<file path="config.mk">
export PLATFORM = sky130hd
export DESIGN_NAME = idex_operand_stage
export DESIGN_NICKNAME = d
export VERILOG_FILES = /design/src/rtl/idex_operand_stage.sv
export SDC_FILE = /design/constraint.sdc
export NUM_CORES = 1
export LEC_CHECK = 0
export CORE_AREA = 3 3 165 167
export CTS_CLUSTER_DIAMETER = 30
export CTS_CLUSTER_SIZE = 20
export DETAILED_ROUTE_END_ITERATION = 10
export DIE_AREA = 0 0 168 170
export GPL_TIMING_DRIVEN = 0
export PLACE_DENSITY = 0.76
export SLEW_MARGIN = 20
export SYNTH_ARGS = -nofsm -noshare
export SYNTH_HDL_FRONTEND = slang
export SYNTH_SLANG_ARGS = --single-unit
</file>
<file path="constraint.sdc">
create_clock -name clk -period 2.6 [get_ports clk]
set_input_delay 0.39 -clock clk [delete_from_list [all_inputs] [get_ports clk]]
set_output_delay 0.39 -clock clk [all_outputs]
set_load 0.02 [all_outputs]
</file>
<file path="src/rtl/idex_operand_stage.sv">
// ============================================================================
// Module      : idex_operand_stage
// Description : ID/EX pipeline register with operand forwarding (EX/MEM/WB),
//               load-use bubble insertion, stall/flush handling and a
//               saturating bubble counter.
// Revision    : 1.0 - initial release
// ============================================================================
`default_nettype none

module idex_operand_stage #(
  parameter int XLEN  = 32,
  parameter int CNT_W = 16
) (
  input  logic             clk,
  input  logic             rst,
  input  logic             i_id_valid,
  output logic             o_id_ready,
  input  logic [XLEN-1:0]  i_id_pc,
  input  logic [4:0]       i_id_rs1,
  input  logic [4:0]       i_id_rs2,
  input  logic [XLEN-1:0]  i_id_rd1,
  input  logic [XLEN-1:0]  i_id_rd2,
  input  logic [XLEN-1:0]  i_id_imm,
  input  logic             i_id_asrc,
  input  logic             i_id_bsrc,
  input  logic             i_id_use_rs1,
  input  logic             i_id_use_rs2,
  input  logic [2:0]       i_id_aluop,
  input  logic [4:0]       i_id_rd,
  input  logic             i_id_regwrite,
  input  logic             i_id_memread,
  input  logic             i_id_memwrite,
  input  logic [XLEN-1:0]  i_ex_alu_c,
  input  logic             i_mem_regwrite,
  input  logic [4:0]       i_mem_rd,
  input  logic [XLEN-1:0]  i_mem_data,
  input  logic             i_wb_regwrite,
  input  logic [4:0]       i_wb_rd,
  input  logic [XLEN-1:0]  i_wb_data,
  input  logic             i_stall,
  input  logic             i_flush,
  output logic             o_ex_valid,
  output logic [XLEN-1:0]  o_ex_a,
  output logic [XLEN-1:0]  o_ex_b,
  output logic [2:0]       o_ex_aluop,
  output logic [XLEN-1:0]  o_ex_store_data,
  output logic [XLEN-1:0]  o_ex_pc,
  output logic [4:0]       o_ex_rd,
  output logic             o_ex_regwrite,
  output logic             o_ex_memread,
  output logic             o_ex_memwrite,
  output logic [CNT_W-1:0] o_bubble_cnt
);

  localparam logic [2:0]       c_ALU_NOP = 3'b000;
  localparam logic [CNT_W-1:0] c_CNT_ONE = {{(CNT_W-1){1'b0}}, 1'b1};

  logic             r_ex_valid;
  logic [XLEN-1:0]  r_ex_a;
  logic [XLEN-1:0]  r_ex_b;
  logic [2:0]       r_ex_aluop;
  logic [XLEN-1:0]  r_ex_store_data;
  logic [XLEN-1:0]  r_ex_pc;
  logic [4:0]       r_ex_rd;
  logic             r_ex_regwrite;
  logic             r_ex_memread;
  logic             r_ex_memwrite;
  logic [CNT_W-1:0] r_bubble_cnt;

  logic [XLEN-1:0]  w_r1;
  logic [XLEN-1:0]  w_r2;
  logic             w_hz;

  // Youngest producer wins; a load in EX has no result yet, so it is skipped
  // here and covered by the load-use bubble instead.
  function automatic logic [XLEN-1:0] fwd(input logic [4:0] rs, input logic [XLEN-1:0] rf);
    if (rs == 5'd0)
      return '0;
    else if (r_ex_valid && r_ex_regwrite && (r_ex_rd == rs) && !r_ex_memread)
      return i_ex_alu_c;
    else if (i_mem_regwrite && (i_mem_rd == rs))
      return i_mem_data;
    else if (i_wb_regwrite && (i_wb_rd == rs))
      return i_wb_data;
    else
      return rf;
  endfunction

  // Forwarded source operands and load-use hazard detection.
  always_comb begin
    w_r1 = fwd(i_id_rs1, i_id_rd1);
    w_r2 = fwd(i_id_rs2, i_id_rd2);
    w_hz = i_id_valid && r_ex_valid && r_ex_memread && (r_ex_rd != 5'd0) &&
           ((i_id_use_rs1 && (r_ex_rd == i_id_rs1)) ||
            (i_id_use_rs2 && (r_ex_rd == i_id_rs2)));
  end

  assign o_id_ready = !rst && !i_stall && !w_hz;

  // Pipeline register update: reset > flush > stall > hazard > capture > idle.
  always_ff @(posedge clk) begin
    if (rst) begin
      r_ex_valid      <= 1'b0;
      r_ex_a          <= '0;
      r_ex_b          <= '0;
      r_ex_aluop      <= c_ALU_NOP;
      r_ex_store_data <= '0;
      r_ex_pc         <= '0;
      r_ex_rd         <= '0;
      r_ex_regwrite   <= 1'b0;
      r_ex_memread    <= 1'b0;
      r_ex_memwrite   <= 1'b0;
      r_bubble_cnt    <= '0;
    end else if (i_stall && !i_flush) begin
      // Held entry keeps its captured operands; nothing is re-forwarded.
    end else if (i_flush || w_hz || !i_id_valid) begin
      r_ex_valid      <= 1'b0;
      r_ex_a          <= '0;
      r_ex_b          <= '0;
      r_ex_aluop      <= c_ALU_NOP;
      r_ex_store_data <= '0;
      r_ex_pc         <= '0;
      r_ex_rd         <= '0;
      r_ex_regwrite   <= 1'b0;
      r_ex_memread    <= 1'b0;
      r_ex_memwrite   <= 1'b0;
      if (!i_flush && w_hz && (r_bubble_cnt != '1))
        r_bubble_cnt <= r_bubble_cnt + c_CNT_ONE;
    end else begin
      r_ex_valid      <= 1'b1;
      r_ex_a          <= i_id_asrc ? i_id_pc  : w_r1;
      r_ex_b          <= i_id_bsrc ? i_id_imm : w_r2;
      r_ex_aluop      <= i_id_aluop;
      r_ex_store_data <= w_r2;
      r_ex_pc         <= i_id_pc;
      r_ex_rd         <= i_id_rd;
      r_ex_regwrite   <= i_id_regwrite;
      r_ex_memread    <= i_id_memread;
      r_ex_memwrite   <= i_id_memwrite;
    end
  end

  assign o_ex_valid      = r_ex_valid;
  assign o_ex_a          = r_ex_a;
  assign o_ex_b          = r_ex_b;
  assign o_ex_aluop      = r_ex_aluop;
  assign o_ex_store_data = r_ex_store_data;
  assign o_ex_pc         = r_ex_pc;
  assign o_ex_rd         = r_ex_rd;
  assign o_ex_regwrite   = r_ex_regwrite;
  assign o_ex_memread    = r_ex_memread;
  assign o_ex_memwrite   = r_ex_memwrite;
  assign o_bubble_cnt    = r_bubble_cnt;

endmodule

`default_nettype wire
</file>
==> flow_summary.ini, run 1 <==
[worst_setup_path]
reg2reg_to = o_ex_b[13]
crit_path_max_incr_delay_ns = 0.62
r2r_slack_ns = 0.16
worstSetupStartpointType = input pin
rr_startpoint = o_ex_rd[3]
worstSetupStartpoint = i_id_rs2[3]
ff2ff_path_depth = 7
path_cells = clkdlybuf4s50_1, xor2_1, nor2_1, a32o_4, a211oi_4, clkbuf_1, and3_1, a221o_1
cp_max_fo = 10
crit_end = o_ex_b[13]
crit_type = in2reg
cp.arrival_ns = 2.93
critPathSlowestCell = clkdlybuf4s50_1
end_kind = flip-flop
critPathRequiredTime_ns = 2.95

[clock_network]
cts-root-buf = clkbuf_16
clockBufferDepth = 2
numClockSinks = 156
cts-hold-fix-buffers = 0
cts_buffers = 17
path_clk_slew_ns = 0.07
insertion_delay_ns = 0.43
cts_tree = built
htreeDepth = 4

[yosys]
yosys_warnings = 0
synth_top_cell_area_share_pct = 37.3
synth_edf_count = 0
yosysSeqAreaShare_pct = 37.3
syn_area_sq_um = 8380
avgSynthCellArea_sq_um = 9.29
synth_nets = 1169
synth_cells = 902
yosysTopAreaCell = dfxtp_1
synth-seq-cells = 156
synth_area_leaders = dfxtp_1, a22o_1, mux2i_1, nand2_1, a211oi_2
synth_ff_type = dfxtp_1
yosys.cell_types.count = 50
async_flop_share_pct = 0

[finish]
fin_nets = 1611
fillers = 2390
layout_common_cells = clkdlybuf4s50_1, dfxtp_1, nand2_1
finalInstanceArea_sq_um = 13700
final_cell_count_no_fill = 1692
antennaDiodeCount = 0
syn2layout_area_growth_pct = 63.9
final_common_cell = clkdlybuf4s50_1
drive_gt1_share_pct = 10.8

[drt]
wl_per_cell_um = 24.8
finalWirelength_um = 41900
drt_iter0_drc = 851
dr_total_vias = 9555
drc = 0
routed_via_density = 5.65
ant_nets = 0
drt_pre_antenna_iters = 5

[global_route]
grt_pass1_vias = 9648
grt-ovfl-total = 0
antenna_found_initial = 1
grt_usage_pct = 27.7
grt_max_degree = 18
grt_pass1_wl_um = 60200

[floorplan]
ios = 423
die-width_um = 168
core_area_sq_um = 25900
rows = 59
start_util_pct = 32.3
fp.dieH_um = 170
dieArea_sq_um = 28600

[min_path]
holdCritStartpoint = o_ex_aluop[1]
hp-class = reg2reg

[sta]
hold_viol = 0
setup_viol = 0
fmax_ghz = 0.388
skew_ns = 0.0147
fin_ws_ns = 0.0209
maxSlewViolCount = 0
period_share_pct = 99.2
whs_ns = 0.483
rsz0062_at_grt = true
tightest_slew_ns = 0.863
slew-limit-headroom_pct = 42.5
period_needed_ns = 2.58

[placed_design]
placed_area_sq_um = 13000
post-place-ws_ns = -0.784
dp.cells = 1658
globalplace.congestion = 0.880
hpwlAfterDp_um = 32400
port_buffers = 421

[flow_run]
cap_violations = 0

[power]
ir_worst_vdd_v = 0.000380
p_per_area_nw_per_um2 = 463
p_leak_nw = 5.13

[run_status]
outcome = finished clean
layer usage:
layer	routed length (um)	track usage [%]	part of all wire [%]	vias up
met5	0	0	0	-
met4	1150	8.57	2.7	0
met2	20400	47.9	49	565
li1	-	-	-	4323
met1	16800	34.2	40	4595
met3	3520	6.67	8.4	72
timing repair:
action,4_1_cts,5_1_grt
setup buffers,2,2
hold endpoints to repair,0,0
endpoints found under the setup margin,80,52
resized for setup,17,14
pin swaps,1,1
worst min path at each step:
stage	endpoint	slack, ns	cells after the start
after CTS	o_ex_pc[9]	0.48	1
final	o_ex_aluop[1]	0.48	1
after global placement	o_ex_store_data[5]	0.46	1
after floorplan	o_ex_aluop[0]	0.52	1
after global routing	o_ex_pc[1]	0.50	1
after detailed placement	o_ex_pc[23]	0.46	1
sequential cells by signal (all words and copies together), names as in the netlist:
name / flops
o_ex_a: 32
o_ex_b: 32
o_ex_pc: 32
o_ex_store_data: 32
o_bubble_cnt: 16
o_ex_rd: 5
o_ex_aluop: 3
o_ex_memread: 1
o_ex_memwrite: 1
o_ex_regwrite: 1
o_ex_valid: 1
layout make-up:
| type | instances | area (sq um) | share of cell area (%) |
|---|---|---|---|
| Buffer | 79 | 464 | 3.38 |
| Clock buffer | 18 | 439 | 3.20 |
| Clock inverter | 14 | 185 | 1.35 |
| Inverter | 3 | 11.3 | 0.0820 |
| Multi-Input combinational cell | 662 | 4850 | 35.3 |
| Sequential cell | 156 | 3120 | 22.7 |
| Tap cell | 335 | 419 | 3.05 |
| Timing Repair Buffer | 425 | 4240 | 30.9 |
cells in the mapped netlist, types with 16 or more instances:
cell type,count
a21o_1,32
clkbuf_1,47
a221oi_2,16
nor3_1,34
a221o_1,32
mux2i_1,65
nor2_1,42
a211oi_2,30
a21oi_1,41
a221oi_1,16
a22o_1,75
xor2_1,27
nand2_1,101
dfxtp_1,156
o21ai_0,38
and3_1,36
critical path: cells and delay by family:
kind,cells,cell delay [ns]
xor+xnor,1,0.18
buf+inv,2,1.10
compound gates,3,0.89
simple gates,2,0.37
power breakdown:
group          switching [mW]  internal [mW]  total [mW]
clock network            1.18           1.57        2.75
registers              0.0301           2.43        2.46
logic                   0.523          0.620        1.14
total                    1.74           4.62        6.36
kinds of logic (layout without fill, tap and decap cells):
group	count (synthesis)	after routing	synth area share, %
XOR/XNOR	32	32	3.34
multiplexers	66	66	7.90
adder cells (fa/ha/maj)	1	1	0.149
flip-flops	156	156	37.3
AO/OA/AOI/OAI	301	301	30.8
AND/OR/NAND/NOR	262	262	15.1
buffers and inverters	84	539	5.45
stage by stage:
stage                     utilization [%]  TNS [ns]  total power [mW]
after CTS                            52.8    -0.144              6.38
after floorplan                         -         0              2.93
final                                53.0         0              6.36
after global placement               50.2    -59.39              3.63
after global routing                 53.0   -0.0111              6.55
after detailed placement             50.2    -61.16              3.64
Power figures use the tool's default switching activity.
==> run 2: changes to the inputs <==
--- a/config.mk
+++ b/config.mk
@@ -5,13 +5,13 @@
 export SDC_FILE = /design/constraint.sdc
 export NUM_CORES = 1
 export LEC_CHECK = 0
-export CORE_AREA = 3 3 165 167
+export CORE_AREA = 2 2 164 166
 export CTS_CLUSTER_DIAMETER = 30
 export CTS_CLUSTER_SIZE = 20
 export DETAILED_ROUTE_END_ITERATION = 10
-export DIE_AREA = 0 0 168 170
+export DIE_AREA = 0 0 166 168
 export GPL_TIMING_DRIVEN = 0
-export PLACE_DENSITY = 0.76
+export PLACE_DENSITY = 0.67
 export SLEW_MARGIN = 20
 export SYNTH_ARGS = -nofsm -noshare
 export SYNTH_HDL_FRONTEND = slang
==> constraint.sdc (replaced) <==
create_clock -name clk -period 2.6 [get_ports clk]
set_input_delay 0.65 -clock clk [delete_from_list [all_inputs] [get_ports clk]]
set_output_delay 0.65 -clock clk [all_outputs]
set_load 0.02 [all_outputs]
==> flow_summary.ini, run 2 (same netlist as run 1, synthesis figures left out) <==
[run_status]
outcome = finished clean

[clock_network]
cts_buffers = 17
numClockSinks = 156
clockBufferDepth = 2
cts-root-buf = clkbuf_16
htreeDepth = 4
insertion_delay_ns = 0.43
cts_tree = built
path_clk_slew_ns = 0.07
cts-hold-fix-buffers = 0

[worst_setup_path]
cp.arrival_ns = 1.90
worstSetupStartpoint = i_id_rs2[3]
path_cells = clkdlybuf4s15_2, xor2_1, nor2_1, a32o_4, a211oi_4, buf_6
worstSetupStartpointType = input pin
crit_type = in2out
critPathRequiredTime_ns = 1.95
rr_startpoint = o_ex_rd[0]
end_kind = output port
path_buf_inv = 2
cp_max_fo = 4
path_delay_family = compound AO/OA/AOI/OAI gates
critPathSlowestCell = a32o_4
crit_path_max_incr_delay_ns = 0.31

[sta]
hold_viol = 0
fmax_ghz = 0.392
rsz0062_at_grt = true
slew-limit-headroom_pct = 42.3
setup_tns_ns = 0
skew_ns = 0.0134
maxSlewViolCount = 0
period_needed_ns = 2.55
period_share_pct = 98.1
setup_viol = 0
tightest_slew_ns = 0.865

[floorplan]
fp.dieH_um = 168
rows = 60
dieArea_sq_um = 27900
ios = 423
die-width_um = 166
start_util_pct = 31.8
core_area_sq_um = 26400

[placed_design]
hpwlAfterDp_um = 31400
globalplace.congestion = 0.890
port_buffers = 421

[global_route]
antenna_found_initial = 0
grt_pass1_vias = 9633
grt-ovfl-total = 0
grt_max_degree = 17
grt_usage_pct = 28.5
grt_pass1_wl_um = 60300

[finish]
fin_nets = 1615
fin_util_pct = 53.6
antennaDiodeCount = 0
layout_common_cells = clkdlybuf4s50_1, dfxtp_1, nand2_1
drive_gt1_share_pct = 15.4
syn2layout_area_growth_pct = 68.6
final_common_cell = clkdlybuf4s50_1

[min_path]
hp-class = reg2reg
holdCritStartpoint = o_ex_pc[8]

[flow_run]
cap_violations = 0

[drt]
wl_per_cell_um = 24.5
dr_total_vias = 9396
routed_via_density = 5.52
finalWirelength_um = 41700
drt_pre_antenna_iters = 5
drc = 0
ant_nets = 0
drt_iter0_drc = 695

[power]
p_per_area_nw_per_um2 = 443
p_leak_nw = 5.27
ir_worst_vdd_v = 0.000293
-- run 2: cell types whose count changed in the layout (fill, tap and decap cells not counted), moves of 11 or more --
cell / before / now
mux2i_4: 0 / 11
nor3_1: 33 / 16
nor3_2: 3 / 20
mux2i_1: 64 / 46
clkdlybuf4s50_1: 419 / 407
-- run 2: path summary, 6_finish.rpt --
check | to | slack, ns | cells after the start
setup / recovery | o_id_ready | 0.05 | 6
hold / removal | o_ex_pc[8] | 0.48 | 1
setup reg to reg | o_ex_a[26] | 0.09 | 7
hold reg to reg | o_ex_pc[8] | 0.48 | 1
-- run 2: what timing repair did --
action | CTS | global route
resized for setup | 66 | 91
endpoints found under the setup margin | 138 | 81
gates cloned | 0 | 1
setup buffers | 3 | 3
pin swaps | 2 | 5
-- run 2: power by group --
part,total [mW],switching [mW],leakage (nW),internal (mW)
Clock,2.61,1.16,0.270,1.45
Combinational,1.18,0.539,3.74,0.645
Sequential,2.47,0.0315,1.26,2.44
Total,6.26,1.73,5.27,4.53
-- run 2: stage by stage --
stage                     cells  power (mW)  hold WS (ns)  setup WS, ns  cell area [sq um]
after floorplan             902        2.93         0.558         0.156               8380
after global placement     1664        3.63         0.459         -1.28              13000
after detailed placement   1664        3.64         0.460         -1.27              13000
after CTS                  1699        6.23         0.482       -0.0621              13700
after global routing       1702        6.45         0.490       -0.0541              14100
final                      1702        6.26         0.481        0.0488              14100
-- run 2: final cells by class --
| cell class | count | area [sq um] |
|---|---|---|
| flip-flops and latches | 156 | 3130 |
| clock buffers | 20 | 447 |
| well taps | 341 | 427 |
| repair buffers | 428 | 4280 |
| plain buffers | 80 | 531 |
| fillers | 2503 | 12200 |
| clock inverters | 12 | 138 |
| multi-input cells | 662 | 5160 |
| inverters | 3 | 11.3 |
-- run 2: metal layers --
| metal | up-vias | share of wire (%) | GRT usage [%] |
|---|---|---|---|
| met5 | - | 0 | 0 |
| met4 | 0 | 4.2 | 12.5 |
| met3 | 95 | 7.7 | 7.26 |
| met2 | 477 | 47 | 46.9 |
| met1 | 4509 | 41 | 35.4 |
| li1 | 4315 | - | - |
